**config.mk**
```make
export PLATFORM = sky130hd
export DESIGN_NAME = uart_rx_fifo
export DESIGN_NICKNAME = d
export VERILOG_FILES = /design/src/rtl/uart_rx_fifo.sv
export SDC_FILE = /design/constraint.sdc
export NUM_CORES = 1
export LEC_CHECK = 0
export CAP_MARGIN = 0
export CORE_MARGIN = 2
export CORE_UTILIZATION = 47
export DETAILED_ROUTE_END_ITERATION = 12
export PLACE_DENSITY = 0.68
export SLEW_MARGIN = 20
export SYNTH_ARGS = -nofsm -noshare
export SYNTH_HDL_FRONTEND = slang
export SYNTH_SLANG_ARGS = --single-unit
```
**constraint.sdc**
```tcl
create_clock -name clk -period 4.4 [get_ports clk]
set_input_delay 0.66 -clock clk [delete_from_list [all_inputs] [get_ports clk]]
set_output_delay 0.66 -clock clk [all_outputs]
set_load 0.01 [all_outputs]
```
**src/rtl/uart_rx_fifo.sv**
```systemverilog
// uart_rx_fifo: byte FIFO between a UART receiver (rdy/clr handshake) and a
// bus-side reader. Show-ahead read port, sticky overrun flag, occupancy count.
// Optional watermark interrupt compiled in when UART_RX_WMARK_EN is defined;
// otherwise the wmark port is present but ignored and irq is tied low.
module uart_rx_fifo #(
    parameter int DEPTH = 8,
    parameter int CNT_W = $clog2(DEPTH) + 1
) (
    input  logic             clk,
    input  logic             rst_n,
    input  logic [7:0]       rx_data,
    input  logic             rx_rdy,
    output logic             clr_rdy,
    input  logic             rd_en,
    output logic [7:0]       rd_data,
    output logic             empty,
    output logic             full,
    output logic [CNT_W-1:0] count,
    output logic             ovr,
    input  logic             ovr_clr,
    input  logic [CNT_W-1:0] wmark,
    output logic             irq
);

    localparam int PTR_W = (DEPTH > 1) ? $clog2(DEPTH) : 1;

    // Storage is deliberately not reset; rd_data is masked while empty.
    logic [7:0]       mem [DEPTH];

    logic [PTR_W-1:0] wr_ptr;
    logic [PTR_W-1:0] rd_ptr;
    logic [CNT_W-1:0] count_q;
    logic [CNT_W-1:0] count_nxt;
    logic             empty_q;
    logic             full_q;
    logic             clr_rdy_q;
    logic             ovr_q;

    logic             capture;
    logic             pop;
    logic             push;
    logic             overrun;

    // Handshake decode and next occupancy. A byte is taken only when the
    // upstream flag is up and we are not already clearing it, so the byte
    // whose rdy is still high during the clr_rdy cycle is never taken twice.
    // A pop frees a slot in the same cycle, so a full FIFO still accepts a
    // byte when it is being read at the same time.
    always_comb begin
        capture   = rx_rdy & ~clr_rdy_q;
        pop       = rd_en & ~empty_q;
        push      = capture & (~full_q | pop);
        overrun   = capture & full_q & ~pop;
        count_nxt = count_q;
        if (push && !pop) begin
            count_nxt = count_q + 1'b1;
        end else if (pop && !push) begin
            count_nxt = count_q - 1'b1;
        end
    end

    // Pointers, count and flags move together on the same edge.
    always_ff @(posedge clk or negedge rst_n) begin
        if (!rst_n) begin
            wr_ptr  <= '0;
            rd_ptr  <= '0;
            count_q <= '0;
            empty_q <= 1'b1;
            full_q  <= 1'b0;
        end else begin
            if (push) begin
                wr_ptr <= wr_ptr + 1'b1;
            end
            if (pop) begin
                rd_ptr <= rd_ptr + 1'b1;
            end
            count_q <= count_nxt;
            empty_q <= (count_nxt == '0);
            full_q  <= (count_nxt == CNT_W'(DEPTH));
        end
    end

    // Byte storage write port.
    always_ff @(posedge clk) begin
        if (push) begin
            mem[wr_ptr] <= rx_data;
        end
    end

    // One-cycle clear pulse after every capture, including dropped bytes.
    // Reset forces it low so a byte still pending upstream is taken again.
    always_ff @(posedge clk or negedge rst_n) begin
        if (!rst_n) begin
            clr_rdy_q <= 1'b0;
        end else begin
            clr_rdy_q <= capture;
        end
    end

    // Sticky overrun: a new overrun wins over a coincident clear.
    always_ff @(posedge clk or negedge rst_n) begin
        if (!rst_n) begin
            ovr_q <= 1'b0;
        end else if (overrun) begin
            ovr_q <= 1'b1;
        end else if (ovr_clr) begin
            ovr_q <= 1'b0;
        end
    end

    assign clr_rdy = clr_rdy_q;
    assign ovr     = ovr_q;
    assign count   = count_q;
    assign empty   = empty_q;
    assign full    = full_q;
    assign rd_data = empty_q ? 8'h00 : mem[rd_ptr];

`ifdef UART_RX_WMARK_EN
    logic irq_q;

    // Watermark level compare on the next count so irq tracks count exactly.
    always_ff @(posedge clk or negedge rst_n) begin
        if (!rst_n) begin
            irq_q <= 1'b0;
        end else begin
            irq_q <= (wmark != '0) && (count_nxt >= wmark);
        end
    end

    assign irq = irq_q;
`else
    logic unused_wmark;

    assign unused_wmark = ^wmark;
    assign irq          = 1'b0;
`endif

endmodule

```
**Yosys cells after proc, flatten, opt, wreduce, memory -nomap -nowiden**

Memory sizes are Yosys's and may differ from the RTL's.
Cells that the tools add are included.

- Add/sub/neg operators: 4
- Equal/unequal tests: 1
- Multiplexer cells: 7
- Bitwise logic cells: 10
- Reduce and logical (&&, ||, !) cells: 6

Operators by type and width:

| cell | count |
|---|---|
| 4-bit two-way mux | 2 |
| 8-bit two-way mux | 1 |
| 3-bit by 1-bit adder with 3-bit output, second input constant | 2 |
| 1-bit bitwise AND | 5 |
| 4-bit by 1-bit adder with 4-bit output, second input constant | 1 |
| 4-bit equality test, second input constant | 1 |
| 4-bit zero test | 1 |
| 1-bit two-way mux | 4 |
| 1-bit inverter | 4 |
| 4-bit by 1-bit subtractor with 4-bit output, second input constant | 1 |
| 1-bit logical AND | 2 |
| 1-bit zero test | 2 |
| 2-bit nonzero test | 1 |
| 1-bit bitwise OR | 1 |

- Register bits after elaboration: 14
- Memory bits (writable): 64
- Input bits: 17
- Word-level logic and storage cells: 36
- Memories kept: 1

Memory list:

| name | depth | width | read ports | clocked after Yosys merged registers in | wr ports | RTL line | text |
|---|---|---|---|---|---|---|---|
| mem | 8 | 8 | 1 | 0 | 1 | 28 | `logic [7:0] mem [DEPTH];` |

**Depth between registers and ports, before layout**

Gate-level depths: netlist of run 1.

- Depth after elaboration: 9
- Mapped depth: 6
- Gate-level depth less buffers: 6

**Least setup slack after synthesis of run 1**

OpenSTA, ideal clock, no wires.

- Kind: flip-flop to output port
- From: register rd_ptr[0]
- To: output port rd_data[6]
- Arrival: 1519 ps
- Data required time: 3740 ps
- Path slack: 2221 ps
- Stages on the path, launching flop included: 6
- Path buffers: 2
- Path through: dfrtp_1 buf_2 buf_4 mux4_2 mux2i_1 nor2_1

- Cells in the longest elaborated chain, start to end: 2

RTL lines:

| item | RTL line | text |
|---|---|---|
| start: declaration | 31 | `logic [PTR_W-1:0] rd_ptr;` |
| start signal: assignment | 75 | `rd_ptr <= rd_ptr + 1'b1;` |
| memory 8 x 8 bit | -- |  |
| 8-bit two-way mux | 116 | `assign rd_data = empty_q ? 8'h00 : mem[rd_ptr];` |
| end: declaration | 15 | `output logic [7:0] rd_data,` |

No other way between the ends.

**Worst setup path after layout of run 1**

- From: register rd_ptr[1]
- To: output port rd_data[1]

Same word-level chain as after synthesis.

==> results of run 1 <==
[worst max-delay path, cell delays in order (launching register included)]
cell and delay [ns]:
dfrtp_1 0.89, mux4_2 0.41, mux2i_1 0.16, nor2_1 0.06
clkdlybuf4s50_1 0.49
[per-layer routing]
metal | GRT usage [%] | wire, µm | vias to the layer above
li1 | - | - | 738
met1 | 20.7 | 2390 | 844
met2 | 29.1 | 3030 | 47
met3 | 5.24 | 204 | 11
met4 | 6.82 | 96 | 0
met5 | 0 | 0 | -
[flip-flops by register name (all words and copies together) (netlist names)]
| name | count |
|---|---|
| mem | 64 |
| ovr | 1 |
| count | 4 |
| empty | 1 |
| full | 1 |
| clr_rdy | 1 |
| rd_ptr | 3 |
| wr_ptr | 3 |
[report_power, final]
part	internal (mW)	switching [mW]
logic	0.453	0.352
registers	0.923	0.152
clock network	0.258	0.250
total	1.63	0.754
[worst min-delay path by stage]
stage          startpoint        end  slack, ns  cells after the start
4_1_cts         wr_ptr[0]  wr_ptr[0]       0.54                      1
5_1_grt          count[3]   count[3]       0.55                      1
3_5_place_dp     count[3]   count[3]       0.52                      1
3_3_place_gp    wr_ptr[0]  wr_ptr[0]       0.50                      1
6_report         count[3]   count[3]       0.53                      1
2_1_floorplan       rst_n    clr_rdy       0.36                      0
[cell usage after synthesis (3+ instances only)]
cell type / count / area [µm²]
a21oi_1: 3 / 15.0
mux4_2: 16 / 360
inv_1: 4 / 15.0
nand2_1: 8 / 30.0
nor3_1: 4 / 20.0
edfxtp_1: 64 / 1920
nand2b_1: 3 / 18.8
nand3_1: 3 / 15.0
dfrtp_1: 13 / 325
mux2i_1: 8 / 80.1
xnor2_1: 5 / 43.8
nor2_1: 15 / 56.3
ha_1: 4 / 50.1
[cells by family (layout without fill, tap and decap cells)]
kind of cell | after synthesis | count (layout) | synth area share (%)
and+or+nand+nor | 41 | 41 | 6.85
other | 1 | 1 | 0.117
buffers and inverters | 11 | 48 | 1.84
AOI/OAI and AO/OA | 9 | 9 | 2.15
adders and majority gates | 4 | 4 | 1.57
muxes | 25 | 25 | 14.1
xor gates and xnor gates | 7 | 7 | 2.15
DFF | 78 | 78 | 71.2
[final cells by class]
class | count | share of cell area, %
inverter | 4 | 0.402
multi-input combinational | 87 | 23.4
sequential | 78 | 60.9
tap | 80 | 2.68
timing repair buffer | 29 | 7.71
clock inverter | 6 | 1.64
clock buffer | 9 | 3.32
==> summary.md, run 1 <==
| Metric | Value |
|---|---|
| Status | completed |
| Worst r2r dst | mem[5][6] |
| Unrepaired setup endpoints after global routing | no |
| Number of cells on the worst reg-to-reg path | 4 |
| Total of flip-flops plus latches after synthesis | 78 |
| Via density | 5.60 |
| Largest buffer count on any clock path | 2 |
| Number of detailed-route iterations in the first pass | 4 |
| Distinct cells, synth | 35 |
| Die Span Y | 86.4 µm |
| Starting DRT DRC Count | 130 |
| Die width | 86.4 µm |
| Min Tclk post-route | 3.03 ns |
| Post-detailed-routing wire length | 5720 µm |
| Antenna violations before repair | 0 |
| Number of nets in the finished design | 230 |
| Global-route wire length before repair | 9050 µm |
| Critical path origin | rd_ptr[1] |
| Final routed DRC violation total | 0 |
| Arr. time, crit path | 2.37 ns |
| Global Route Usage Sum | 17.2% |
| Slack of the critical path | 1.37 ns |
| Max Cap Viol | 0 |
| Core Rows | 30 |
| Final core utilization | 55.9% |
| Leakage component of the power | 1.28 nW |
| Internal reg-to-reg setup slack | 2.06 ns |
| Hold violation count in the final report | 0 |
| Fraction of layout cells with a size suffix above 1 | 21.1% |
| CTS Sinks | 78 |
| Number of hold buffers added after CTS | 0 |
| Number of H-tree branching levels | 3 |
| Via count of the first global-routing pass | 1761 |
| Starting utilization of the core area | 47.8% |
| Total nets after synthesis | 197 |
| Relative max-transition margin | 37.1% |
| Syn Area/Cell | 18.1 µm² |
| Area Growth Syn to Fin | 16.9% |
| Maximum resistive drop on vdd | 0.000284 V |
| Antenna violation net count after detailed routing | 0 |
| Clock tree from TritonCTS | yes |
| Overall power of the completed layout | 2.39 mW |
| Fill cell total of the finished layout | 501 |
| Required time at the endpoint of the critical path | 3.74 ns |
| Number of buffer cells added on primary ports | 28 |
| Clock insertion delay at the later pin of the skew report | 0.34 ns |
| Slew @ Worst Pin | 0.940 ns |
| Largest net degree at the start of global routing | 19 |
| Routability cong. | 0.778 |
| P per Cell Area | 640 mW/mm² |
| Synthesized area | 0.00319 mm² |
| Via count | 1640 |
| Place WS | 1.47 ns |
| Critical path startpoint category | flop |
| Final cell count without fillers | 293 |
| Number of flops mapped to enable cells by yosys | 64 |
| Share of synthesized registers carrying an async set or reset | 17.9% |
| Maximum fanout along the worst path | 18 |
| Worst Setup EP | rd_data[1] |
| Top-Level Pins | 34 |
| CTS clock-pin slew for the worst setup and hold paths | 0.08 ns |
| Register Area | 0.00227 mm² |
| Critical setup path kind | reg -> out |
| Nature of the critical path endpoint | output port |
| Final hold slack | 0.527 ns |
| Worst min-delay path category | reg -> reg |
| Worst Clk Skew | 0.00705 ns |
| Sequential fraction of the synthesis area | 71.2% |
| TritonCTS buffer count | 9 |
| Top_reg_cell synth | edfxtp_1 |
| Per-cell routed wire length | 19.5 µm |
| Post-Route Setup TNS | 0 ns |
| Number of synthesis warnings | 0 |
| DP Wirelength | 3690 µm |
| Part of the cycle the worst path needs | 68.8% |
| Critical R2R Launch | empty |
| Highest achievable clock rate | 0.331 GHz |
| Placed Instances | 278 |
| Resized Gates After CTS | 0 |
| Finished Cell Area | 0.00373 mm² |
| Area of the multi-input gates | 872 µm² |
| Area after detailed placement | 0.00355 mm² |
| Final setup violation count | 0 |
| Cell at the root of the clock tree | clkbuf_8 |
| Most common cell after layout, fill and taps aside | edfxtp_1 |
| Setup Fix Bufs, Post-CTS | 0 |
| Instance count of the mapped netlist | 176 |
| Aggregate global routing overflow | 0 |
| Die footprint | 0.00747 mm² |
| Antenna diode instance count | 0 |
| Core ar. | 0.00668 mm² |
| Final max-slew violation count | 0 |
| Commonest cells after routing, fill and taps aside | 64 x edfxtp_1, 28 x clkdlybuf4s50_1, 16 x mux4_2, 15 x nor2_1, 13 x dfrtp_1 |
(Power assumes the default switching activity.)
==> run 2: changes to the inputs <==
--- a/config.mk
+++ b/config.mk
@@ -9,7 +9,7 @@
 export CORE_MARGIN = 2
 export CORE_UTILIZATION = 47
 export DETAILED_ROUTE_END_ITERATION = 12
-export PLACE_DENSITY = 0.68
+export PLACE_DENSITY = 0.71
 export SLEW_MARGIN = 20
 export SYNTH_ARGS = -nofsm -noshare
 export SYNTH_HDL_FRONTEND = slang
==> constraint.sdc (replaced) <==
create_clock -name clk -period 2.7 [get_ports clk]
set_input_delay 0.405 -clock clk [delete_from_list [all_inputs] [get_ports clk]]
set_output_delay 0.405 -clock clk [all_outputs]
set_load 0.01 [all_outputs]
==> run 2 against run 1 <==
  * Sequential power up 56%
  * Sequential share of layout area is 1.6 points lower
  * Global-route usage decreased by 1.1 points
  * Hold slack worse by 0.087 ns
  * Register-to-register slack worse by 1.3 ns
  * Largest power group unchanged
  * Die area stayed put
  * Count of clock-buffer cells in the layout unchanged
  * Clock power up 41%
  * Critical path depth increased by 1
  * Clock skew rose by 0.0019 ns
  * First-iteration DRC count is 7.7% higher
  * Power grew 59%
==> summary.md, run 2 (same netlist as run 1, synthesis figures left out) <==
| Metric | Value |
|---|---|
| Max Cap Viol | 0 |
| Fraction of layout cells with a size suffix above 1 | 26.0% |
| Critical path's slowest cell | mux4_2 |
| Number of H-tree branching levels | 3 |
| Maximum resistive drop on vdd | 0.000401 V |
| Critical path startpoint category | flop |
| Per-cell routed wire length | 17.2 µm |
| Clock power share | 18.9% |
| Largest net degree at the start of global routing | 15 |
| Cell at the root of the clock tree | clkbuf_8 |
| Antenna diode instance count | 0 |
| Final setup violation count | 0 |
| Required time at the endpoint of the critical path | 2.30 ns |
| Fill cell total of the finished layout | 533 |
| Global Route Usage Sum | 16.1% |
| Antenna violation net count after detailed routing | 0 |
| Aggregate global routing overflow | 0 |
| Worst r2r dst | mem[0][3] |
| Final max-slew violation count | 0 |
| Min Tclk post-route | 2.56 ns |
| Slowest cell delay on critical path | 0.53 ns |
| Most common cell after layout, fill and taps aside | edfxtp_1 |
| Critical setup path kind | reg -> out |
| DP Wirelength | 3720 µm |
| Number of nets in the finished design | 249 |
| Area Growth Syn to Fin | 20.0% |
| Number of buffer cells added on primary ports | 28 |
| Unrepaired setup endpoints after global routing | no |
| Clock insertion delay at the later pin of the skew report | 0.35 ns |
| CTS clock-pin slew for the worst setup and hold paths | 0.08 ns |
| Final routed DRC violation total | 0 |
| Cell-internal power | 2.62 mW |
| Via count | 1625 |
| Maximum fanout along the worst path | 10 |
| Slew @ Worst Pin | 0.625 ns |
| Antenna violations before repair | 0 |
| Final cell count without fillers | 311 |
| Via density | 5.23 |
| Commonest cells after routing, fill and taps aside | 64 x edfxtp_1, 28 x clkdlybuf4s50_1, 20 x buf_4, 16 x mux4_2, 15 x nor2_1 |
| Part of the power in combinational logic | 36.8% |
| Number of cells on the worst reg-to-reg path | 5 |
| Top-Level Pins | 34 |
| Core ar. | 0.00668 mm² |
| Resized Gates After CTS | 0 |
| Nature of the critical path endpoint | output port |
| P per Cell Area | 992 mW/mm² |
| Overall power of the completed layout | 3.80 mW |
| Max reg flops | 64 |
| Number of hold buffers added after CTS | 0 |
| Reg power frac | 44.3% |
| Clock tree from TritonCTS | yes |
| Worst min-delay path category | in -> async |
| Critical R2R Launch | empty |
| Leakage component of the power | 1.36 nW |
| Top delay family on crit path | buffers and inverters |
| Setup Fix Bufs, Post-CTS | 0 |
| Starting DRT DRC Count | 140 |
| Status | completed |
| Number of detailed-route iterations in the first pass | 4 |
| Net load switching power | 1.18 mW |
| Starting utilization of the core area | 47.8% |
| Arr. time, crit path | 2.16 ns |
| Post-Route Setup TNS | 0 ns |
| Die footprint | 0.00747 mm² |
| Area of the multi-input gates | 862 µm² |
| Part of the cycle the worst path needs | 94.8% |
| Crit-path cells | buf_4 -> mux4_2 -> mux2i_1 -> nor2_1 -> clkdlybuf4s50_1 |
| Largest buffer count on any clock path | 2 |
| Hold violation count in the final report | 0 |
| Register Area | 0.00227 mm² |
| Die width | 86.4 µm |
| Global-route wire length before repair | 8520 µm |
| Relative max-transition margin | 58.2% |
| Post-detailed-routing wire length | 5350 µm |
| Die Span Y | 86.4 µm |
| Via count of the first global-routing pass | 1654 |
| Highest achievable clock rate | 0.390 GHz |
| Worst Clk Skew | 0.00898 ns |
| TritonCTS buffer count | 9 |
| Register bank with the most flops | mem |
| Switching part of the total | 31.1% |
| CTS Sinks | 78 |
| Buffer and inverter count on the worst path | 2 |
| Placed Instances | 297 |
| Internal reg-to-reg setup slack | 0.79 ns |
| Final core utilization | 57.4% |
| Routability cong. | 0.734 |
| Core Rows | 30 |
run 2: cell types whose count changed in the layout (fill, tap and decap cells not counted), sizes merged:
cell | before | now
buf | 1 | 20
bufinv | 1 | 0
clkinvlp | 1 | 2
inv | 5 | 4
run 2: power groups by stage:
stage	Clock (mW)	Sequential (mW)	Combinational, mW
after floorplan	0	1.65	0.904
after global placement	0	1.71	1.41
after detailed placement	0	1.72	1.43
after CTS	0.733	1.69	1.43
after global routing	0.776	1.71	1.54
final	0.718	1.68	1.40
run 2: metrics by stage:
| stage | hold slack (ns) | setup WS (ns) | instance area, µm² |
|---|---|---|---|
| floorplan | 0.109 | 0.613 | 3190 |
| global placement | 0.509 | 0.483 | 3680 |
| detailed placement | 0.514 | 0.469 | 3680 |
| CTS | 0.456 | 0.0978 | 3830 |
| global route | 0.501 | 0.0155 | 3830 |
| finish | 0.439 | 0.139 | 3830 |
run 2: worst max-delay path by stage:
stage,endpoint,from,cells past startpoint
2_1_floorplan,mem[0][0],empty,5
3_3_place_gp,mem[0][5],rd_en,6
3_5_place_dp,mem[3][5],rd_en,6
4_1_cts,rd_data[1],rd_ptr[0],5
5_1_grt,rd_data[5],rd_ptr[0],5
6_report,rd_data[1],rd_ptr[0],5
run 2: per-layer routing:
metal / track usage, % / share of wire, % / up-vias
met3: 3.52 / 3.3 / 13
met2: 23.9 / 48 / 29
met4: 9.52 / 2.3 / 0
met5: 0 / 0 / -
li1: - / - / 775
met1: 22.0 / 46 / 808
run 2: area by class of cell:
cell class | instances | share of cell area [%]
Clock buffer | 9 | 3.23
Clock inverter | 5 | 0.751
Inverter | 4 | 0.392
Multi-Input combinational cell | 87 | 22.5
Sequential cell | 78 | 59.3
Tap cell | 80 | 2.61
Timing Repair Buffer | 48 | 11.2
run 2: worst register-to-register path: stages (launching register included):
cell and delay, ns:
dfstp_2 0.46, nand2b_2 0.27, a21oi_2 0.27, nand2b_1 0.16, nor3_1 0.24, buf_4 0.22
